`src/rtl/vlsu_bank_scheduler_if.sv`:
```
// ---------------------------------------------------------------------------
// vlsu_bank_scheduler_if
// Groups the request, issue and acknowledge signals of the VLSU bank
// scheduler.
//   slave  : the scheduler side (takes the request, drives the issue outputs)
//   master : the environment side (vector unit request port plus bank array)
// Signals:
//   req_i/lane_valid_i/lane_we_i/lane_addr_i : multi-lane request, lane i
//                                              address at [i*64+:64]
//   ready_o/done_o/busy_o                    : request handshake and status
//   issue_valid_o/issue_mask_o/issue_we_o    : conflict-free lane set offered
//                                              to the banks
//   issue_ready_i                            : banks take the whole set
//   lane_ack_i                               : per-lane completion
// ---------------------------------------------------------------------------
interface vlsu_bank_scheduler_if #(
    parameter int NUM_LANES = 8
);
    logic                      req_i;
    logic [NUM_LANES-1:0]      lane_valid_i;
    logic [NUM_LANES-1:0]      lane_we_i;
    logic [NUM_LANES*64-1:0]   lane_addr_i;
    logic                      ready_o;
    logic                      done_o;
    logic                      issue_valid_o;
    logic [NUM_LANES-1:0]      issue_mask_o;
    logic [NUM_LANES-1:0]      issue_we_o;
    logic                      issue_ready_i;
    logic [NUM_LANES-1:0]      lane_ack_i;
    logic                      busy_o;

    modport slave (
        input  req_i, lane_valid_i, lane_we_i, lane_addr_i,
        input  issue_ready_i, lane_ack_i,
        output ready_o, done_o, issue_valid_o, issue_mask_o, issue_we_o, busy_o
    );

    modport master (
        output req_i, lane_valid_i, lane_we_i, lane_addr_i,
        output issue_ready_i, lane_ack_i,
        input  ready_o, done_o, issue_valid_o, issue_mask_o, issue_we_o, busy_o
    );
endinterface

```
`src/rtl/vlsu_bank_scheduler.sv`:
```
// ---------------------------------------------------------------------------
// vlsu_bank_scheduler
// Takes one multi-lane VLSU request, then each cycle offers a bank-conflict-
// free subset of the remaining lanes to the word-interleaved dcache banks.
// Tracks issued-but-unacknowledged lanes and pulses done_o once every valid
// lane of the request has been acknowledged.
// Ports:
//   clk_i : clock
//   rst_i : synchronous active-high reset (drops any in-flight request)
//   bus   : vlsu_bank_scheduler_if.slave (request, issue and ack signals)
// ---------------------------------------------------------------------------
module vlsu_bank_scheduler #(
    parameter int NUM_LANES = 8,
    parameter int NUM_BANKS = 8
) (
    input  logic                    clk_i,
    input  logic                    rst_i,
    vlsu_bank_scheduler_if.slave    bus
);
    localparam int BANK_W = $clog2(NUM_BANKS);

    typedef enum logic [1:0] {
        IDLE  = 2'd0,
        ISSUE = 2'd1,
        DRAIN = 2'd2
    } state_t;

    state_t                          state_r, state_s;
    logic [NUM_LANES-1:0]            pend_r, pend_s;
    logic [NUM_LANES-1:0]            outst_r, outst_s;
    logic [NUM_LANES-1:0]            we_r, we_s;
    logic [NUM_LANES-1:0][63:0]      addr_r, addr_s;
    logic                            done_r, done_s;

    logic [NUM_LANES-1:0][BANK_W-1:0] bank_s;
    logic [NUM_LANES-1:0]            blocked_s;
    logic [NUM_LANES-1:0]            grant_s;
    logic [NUM_LANES-1:0]            mask_s;
    logic [NUM_LANES-1:0]            outst_acked_s;
    logic                            unused_addr_s;

    // Only the bank-select bits of the latched addresses steer the schedule.
    assign unused_addr_s = ^addr_r;

    // Bank index per lane from the latched address (8-byte word interleave).
    always_comb begin
        for (int i = 0; i < NUM_LANES; i++) begin
            bank_s[i] = addr_r[i][3 +: BANK_W];
        end
    end

    // A pending lane is granted unless a lower-index pending lane targets the
    // same bank; this yields exactly the lowest pending lane per bank.
    always_comb begin
        for (int i = 0; i < NUM_LANES; i++) begin
            blocked_s[i] = 1'b0;
            for (int j = 0; j < i; j++) begin
                blocked_s[i] = blocked_s[i] | (pend_r[j] & (bank_s[j] == bank_s[i]));
            end
            grant_s[i] = pend_r[i] & ~blocked_s[i];
        end
    end

    // Issue mask is only offered while issuing.
    assign mask_s = (state_r == ISSUE) ? grant_s : {NUM_LANES{1'b0}};

    // Acks only clear lanes already recorded as outstanding.
    assign outst_acked_s = outst_r & ~bus.lane_ack_i;

    // Next-state and register-update logic of the request sequencer.
    always_comb begin
        state_s = state_r;
        pend_s  = pend_r;
        outst_s = outst_r;
        we_s    = we_r;
        addr_s  = addr_r;
        done_s  = 1'b0;
        case (state_r)
            IDLE: begin
                if (bus.req_i) begin
                    if (bus.lane_valid_i != {NUM_LANES{1'b0}}) begin
                        addr_s  = bus.lane_addr_i;
                        we_s    = bus.lane_we_i;
                        pend_s  = bus.lane_valid_i;
                        state_s = ISSUE;
                    end else begin
                        // Empty request completes immediately.
                        done_s = 1'b1;
                    end
                end else begin
                    state_s = IDLE;
                end
            end
            ISSUE: begin
                if (bus.issue_ready_i) begin
                    pend_s  = pend_r & ~mask_s;
                    outst_s = outst_acked_s | mask_s;
                    if (pend_s == {NUM_LANES{1'b0}}) begin
                        state_s = DRAIN;
                    end else begin
                        state_s = ISSUE;
                    end
                end else begin
                    outst_s = outst_acked_s;
                end
            end
            DRAIN: begin
                outst_s = outst_acked_s;
                if (outst_s == {NUM_LANES{1'b0}}) begin
                    state_s = IDLE;
                    done_s  = 1'b1;
                end else begin
                    state_s = DRAIN;
                end
            end
            default: begin
                state_s = IDLE;
                pend_s  = {NUM_LANES{1'b0}};
                outst_s = {NUM_LANES{1'b0}};
            end
        endcase
    end

    // State and request registers with synchronous reset.
    always_ff @(posedge clk_i) begin
        if (rst_i) begin
            state_r <= IDLE;
            pend_r  <= {NUM_LANES{1'b0}};
            outst_r <= {NUM_LANES{1'b0}};
            we_r    <= {NUM_LANES{1'b0}};
            addr_r  <= '0;
            done_r  <= 1'b0;
        end else begin
            state_r <= state_s;
            pend_r  <= pend_s;
            outst_r <= outst_s;
            we_r    <= we_s;
            addr_r  <= addr_s;
            done_r  <= done_s;
        end
    end

    assign bus.ready_o       = (state_r == IDLE);
    assign bus.busy_o        = (state_r != IDLE);
    assign bus.done_o        = done_r;
    assign bus.issue_mask_o  = mask_s;
    assign bus.issue_valid_o = (mask_s != {NUM_LANES{1'b0}});
    assign bus.issue_we_o    = we_r & mask_s;
endmodule

```
`src/flat_wrapper.sv`:
```
// flat-port wrapper written by rule: the top's interface ports become plain ports
module vlsu_bank_scheduler_flat 
#(
    parameter int NUM_LANES = 8,
    parameter int NUM_BANKS = 8
)
  (clk_i, rst_i, bus_req_i, bus_lane_valid_i, bus_lane_we_i, bus_lane_addr_i, bus_issue_ready_i, bus_lane_ack_i, bus_ready_o, bus_done_o, bus_issue_valid_o, bus_issue_mask_o, bus_issue_we_o, bus_busy_o);
  vlsu_bank_scheduler_if #(.NUM_LANES(NUM_LANES)) bus_i ();
  input  logic clk_i;
  input  logic rst_i;
  input wire logic [$bits(bus_i.req_i)-1:0] bus_req_i;
  input wire logic [$bits(bus_i.lane_valid_i)-1:0] bus_lane_valid_i;
  input wire logic [$bits(bus_i.lane_we_i)-1:0] bus_lane_we_i;
  input wire logic [$bits(bus_i.lane_addr_i)-1:0] bus_lane_addr_i;
  input wire logic [$bits(bus_i.issue_ready_i)-1:0] bus_issue_ready_i;
  input wire logic [$bits(bus_i.lane_ack_i)-1:0] bus_lane_ack_i;
  output wire logic [$bits(bus_i.ready_o)-1:0] bus_ready_o;
  output wire logic [$bits(bus_i.done_o)-1:0] bus_done_o;
  output wire logic [$bits(bus_i.issue_valid_o)-1:0] bus_issue_valid_o;
  output wire logic [$bits(bus_i.issue_mask_o)-1:0] bus_issue_mask_o;
  output wire logic [$bits(bus_i.issue_we_o)-1:0] bus_issue_we_o;
  output wire logic [$bits(bus_i.busy_o)-1:0] bus_busy_o;
  assign bus_i.req_i = bus_req_i;
  assign bus_i.lane_valid_i = bus_lane_valid_i;
  assign bus_i.lane_we_i = bus_lane_we_i;
  assign bus_i.lane_addr_i = bus_lane_addr_i;
  assign bus_i.issue_ready_i = bus_issue_ready_i;
  assign bus_i.lane_ack_i = bus_lane_ack_i;
  assign bus_ready_o = bus_i.ready_o;
  assign bus_done_o = bus_i.done_o;
  assign bus_issue_valid_o = bus_i.issue_valid_o;
  assign bus_issue_mask_o = bus_i.issue_mask_o;
  assign bus_issue_we_o = bus_i.issue_we_o;
  assign bus_busy_o = bus_i.busy_o;
  vlsu_bank_scheduler #(.NUM_LANES(NUM_LANES), .NUM_BANKS(NUM_BANKS)) u_core (.clk_i(clk_i), .rst_i(rst_i), .bus(bus_i));
endmodule
```
`config.mk`:
```
export PLATFORM = sky130hd
export DESIGN_NAME = vlsu_bank_scheduler_flat
export DESIGN_NICKNAME = d
export VERILOG_FILES = /design/src/rtl/vlsu_bank_scheduler_if.sv /design/src/rtl/vlsu_bank_scheduler.sv /design/src/flat_wrapper.sv
export SDC_FILE = /design/constraint.sdc
export NUM_CORES = 1
export LEC_CHECK = 0
export ABC_AREA = 1
export CORE_AREA = 2 2 216 218
export DETAILED_ROUTE_END_ITERATION = 16
export DIE_AREA = 0 0 218 220
export PLACE_DENSITY = 0.46
export SETUP_SLACK_MARGIN = 0.1
export SLEW_MARGIN = 0
export SYNTH_ARGS = -nofsm -noshare
export SYNTH_HDL_FRONTEND = slang
export SYNTH_SLANG_ARGS = --single-unit
export TNS_END_PERCENT = 100
```
`constraint.sdc`:
```
create_clock -name clk_i -period 1.9 [get_ports clk_i]
set_input_delay 0.38 -clock clk_i [delete_from_list [all_inputs] [get_ports clk_i]]
set_output_delay 0.38 -clock clk_i [all_outputs]
set_load 0.02 [all_outputs]
```
==> out/qor.txt <==
RSZ-0062 raised after global routing -> yes
Cells on worst reg2reg path -> 20
Initial antenna violation count -> 2
Leading area contributor after synthesis -> dfxtp_1
Clock skew -> 17.2 ps
PD cells -> 685 mW/mm²
CP required -> 1520 ps
Top cells by area, synth -> dfxtp_1 27%, nand2_1 24%, a21oi_1 8.3%, nor2_1 7.1%, o21ai_0 7.1%
Critical path, cell by cell -> buf_6 -> nand2_1 -> nand2_1 -> nor2_1 -> nand2_1 -> nand2_2 -> nor2_2 -> nand2_2 -> inv_4 -> nor4_4 -> nand3_2 -> buf_6
Area Growth Syn to Fin -> 100%
FF+latch area -> 0.00110 mm²
Routed len/inst -> 13.3 µm
Total CTS buffers -> 5
Gr ovfl total -> 0
Final Hold Viols -> 0
Fmax -> 432 MHz
PnR worst setup slack -> -413 ps
Count leader, synth -> nand2_1
Mapped Avg Cell Area -> 5.73 µm²
Net count, final -> 1,416
Seq/Total Area, Yosys -> 27.3%
Rel. slew slack -> 77.7%
Hold Crit Depth -> 2
Slew @ Worst Pin -> 334 ps
Worst Setup SP -> u_core.addr_r[452]
Final Slew Violations -> 0
P_leak -> 0.00319 µW
Status -> complete, but fails checks
Root Buffer -> clkbuf_16
Core area -> 0.0459 mm²
Die height -> 220 µm
FP Rows -> 79
Initial DRC Count -> 351
Antenna-violating nets left -> 0
Full die area -> 0.0480 mm²
CTS tree -> done
Post-synthesis cell type count -> 34
CP Capture Point -> bus_issue_valid_o
Data arrival, critical path -> 1930 ps
Synth Register Bits -> 51
Max FO, Critical Path -> 5
DR DRC count -> 0
Post-DP HPWL -> 14,300 µm
Crit path launch type -> register
Largest net degree at the start of global routing -> 40
GP Congestion -> 0.893
CP Class -> register to primary output
Yosys warns -> 0
Synth top cells by count -> 237 x nand2_1, 71 x nor2_1, 62 x a21oi_1, 53 x o21ai_0, 51 x dfxtp_1
Largest stage delay on the critical path -> 370 ps
Crit path top cell by count -> nand2_1
Worst flop-to-flop path startpoint -> u_core.addr_r[259]
Layout cells sized above 1 -> 44.2%
GRT Total Usage -> 7.54%
Cells after Synth -> 653
Violated checks -> negative setup slack
Reg2Reg Setup Slack -> -120 ps
Hold Crit Class -> register to register
Max_cap viols -> 0
Post-Route WL -> 19,600 µm
Synthesized net count -> 1,197
Vias in the first global route -> 4,646
H-tree lvl count -> 2
Worst-path clk slew -> 80 ps
Hold Slack -> 462 ps
Synth async-reset ratio -> 0%
Clk_lat worst skew -> 310 ps
CTS Sinks -> 51
Top-area cell type share of the netlist area -> 27.3%
Horiz. Die Dim -> 218 µm
VDD IR-drop max -> 472 µV
IO Pins -> 560
Area of the multi-input gates -> 0.00272 mm²
Crit share post-route -> 122%
Synth Flop Type -> dfxtp_1
Slowest stage cell, crit path -> dfxtp_4
Minimum clock period -> 2310 ps
First-pass GRT wire length -> 27,500 µm
Layout filler cell count -> 5,270
Critical path capture point type -> primary output
Port Buffers -> 71
Post-synth EDFFs -> 0
Reg2reg end -> u_core.state_r[0]
Via count -> 4,981
CTS Hold Bufs -> 0
Final setup fails -> 18
Initial Util -> 8.17%
Post-DR vias/cell -> 3.36
Post-Place Worst Slack -> -581 ps
TritonRoute pass-1 iters -> 5
Synthesized cell area -> 0.00374 mm²
CTS Buffer Depth -> 2
[worst max-delay path, delay by kind of cell (launching register included)]
family                 cells  cell delay (ps)
AND/OR/NAND/NOR            9              900
buffers and inverters      3              330
flip-flops                 1              370
[report_power, final]
| group | leakage [µW] | switching, µW | internal [µW] |
|---|---|---|---|
| clock | 0.0000804 | 481 | 629 |
| combinational | 0.00268 | 1400 | 1260 |
| sequential | 0.000434 | 158 | 1200 |
[logic make-up (layout without fill, tap and decap cells)]
logic type	count (synthesis)	in the layout	synth area share, %
AO/OA/AOI/OAI	138	138	19.8
XOR/XNOR	8	8	1.87
adder cells (fa/ha/maj)	4	4	1.34
buffers and inverters	102	322	12.1
flip-flops	51	51	27.3
other	0	1	0
AND/OR/NAND/NOR	350	350	37.6
[through the flow]
stage	util, %	instances	area [µm²]	setup TNS (ps)	power (µW)
floorplan	-	653	3790	0	2370
global placement	13.4	1434	6140	-14100	3400
detailed placement	13.4	1434	6140	-13940	3380
CTS	14.8	1455	6790	-2660	4770
global route	16.3	1480	7490	-4450	5420
finish	16.3	1481	7490	-3050	5130
[sequential cells by signal, summed over array words and instances (netlist names)]
signal and flops:
u_core.state_r 2, u_core.outst_r 8, u_core.we_r 8, u_core.bus.done_o 1
u_core.addr_r 24, u_core.pend_r 8
[cell type report]
type                       count  share of cell area [%]
timing repair buffer         245                    32.2
inverter                      68                    4.34
sequential                    51                    14.6
clock buffer                   5                    1.67
timing repair inverter         1                   0.100
tap                          607                    10.1
multi-input combinational    500                    36.3
clock inverter                 3                   0.618
antenna                        1                  0.0334
[cells in the final DEF, fill, tap and decap left out, types with 5 or more instances in the layout]
cell,synthesis,final
nand2_1,237,194
a21oi_2,3,8
nor2_4,1,12
a21oi_1,62,56
clkdlybuf4s50_1,0,47
inv_4,0,12
inv_2,19,24
nand3_1,16,8
nor2_2,6,19
inv_1,48,25
nand2_2,7,44
inv_6,0,6
dfxtp_2,0,9
buf_12,0,8
buf_4,10,110
dfxtp_4,0,17
buf_6,3,65
buf_8,0,5
dfxtp_1,51,25
o21ai_0,53,34
nand2_4,0,6
dlymetal6s2s_1,0,5
nand3_2,2,9
clkbuf_16,0,8
nor2_1,71,47
o21ai_1,4,22
[metal layers]
layer | part of all wire, % | vias up | GRT usage [%] | wire [µm]
li1 | - | 2511 | - | -
met1 | 45 | 2331 | 9.75 | 8860
met2 | 48 | 115 | 12.8 | 9420
met3 | 5.2 | 22 | 1.57 | 1010
met4 | 1.7 | 2 | 1.72 | 327
met5 | 0.051 | - | 0 | 10
[how the worst min path moves through the flow]
stage / from / to / slack, ps
after CTS: u_core.we_r[7] / u_core.we_r[7] / 450
after global routing: u_core.outst_r[3] / u_core.outst_r[3] / 500
final: u_core.we_r[5] / u_core.we_r[5] / 460
after detailed placement: u_core.we_r[7] / u_core.we_r[7] / 440
after floorplan: u_core.we_r[7] / u_core.we_r[7] / 430
after global placement: u_core.we_r[7] / u_core.we_r[7] / 440
[timing repair]
action | in CTS | in global routing
pin swaps | 40 | 65
buffers inserted | 13 | 21
endpoints found under the setup margin | 29 | 54
resized for setup | 244 | 143
cloned | 2 | 6
hold endpoints to repair | 0 | 0
No activity file was read; power rests on OpenSTA's default activity.
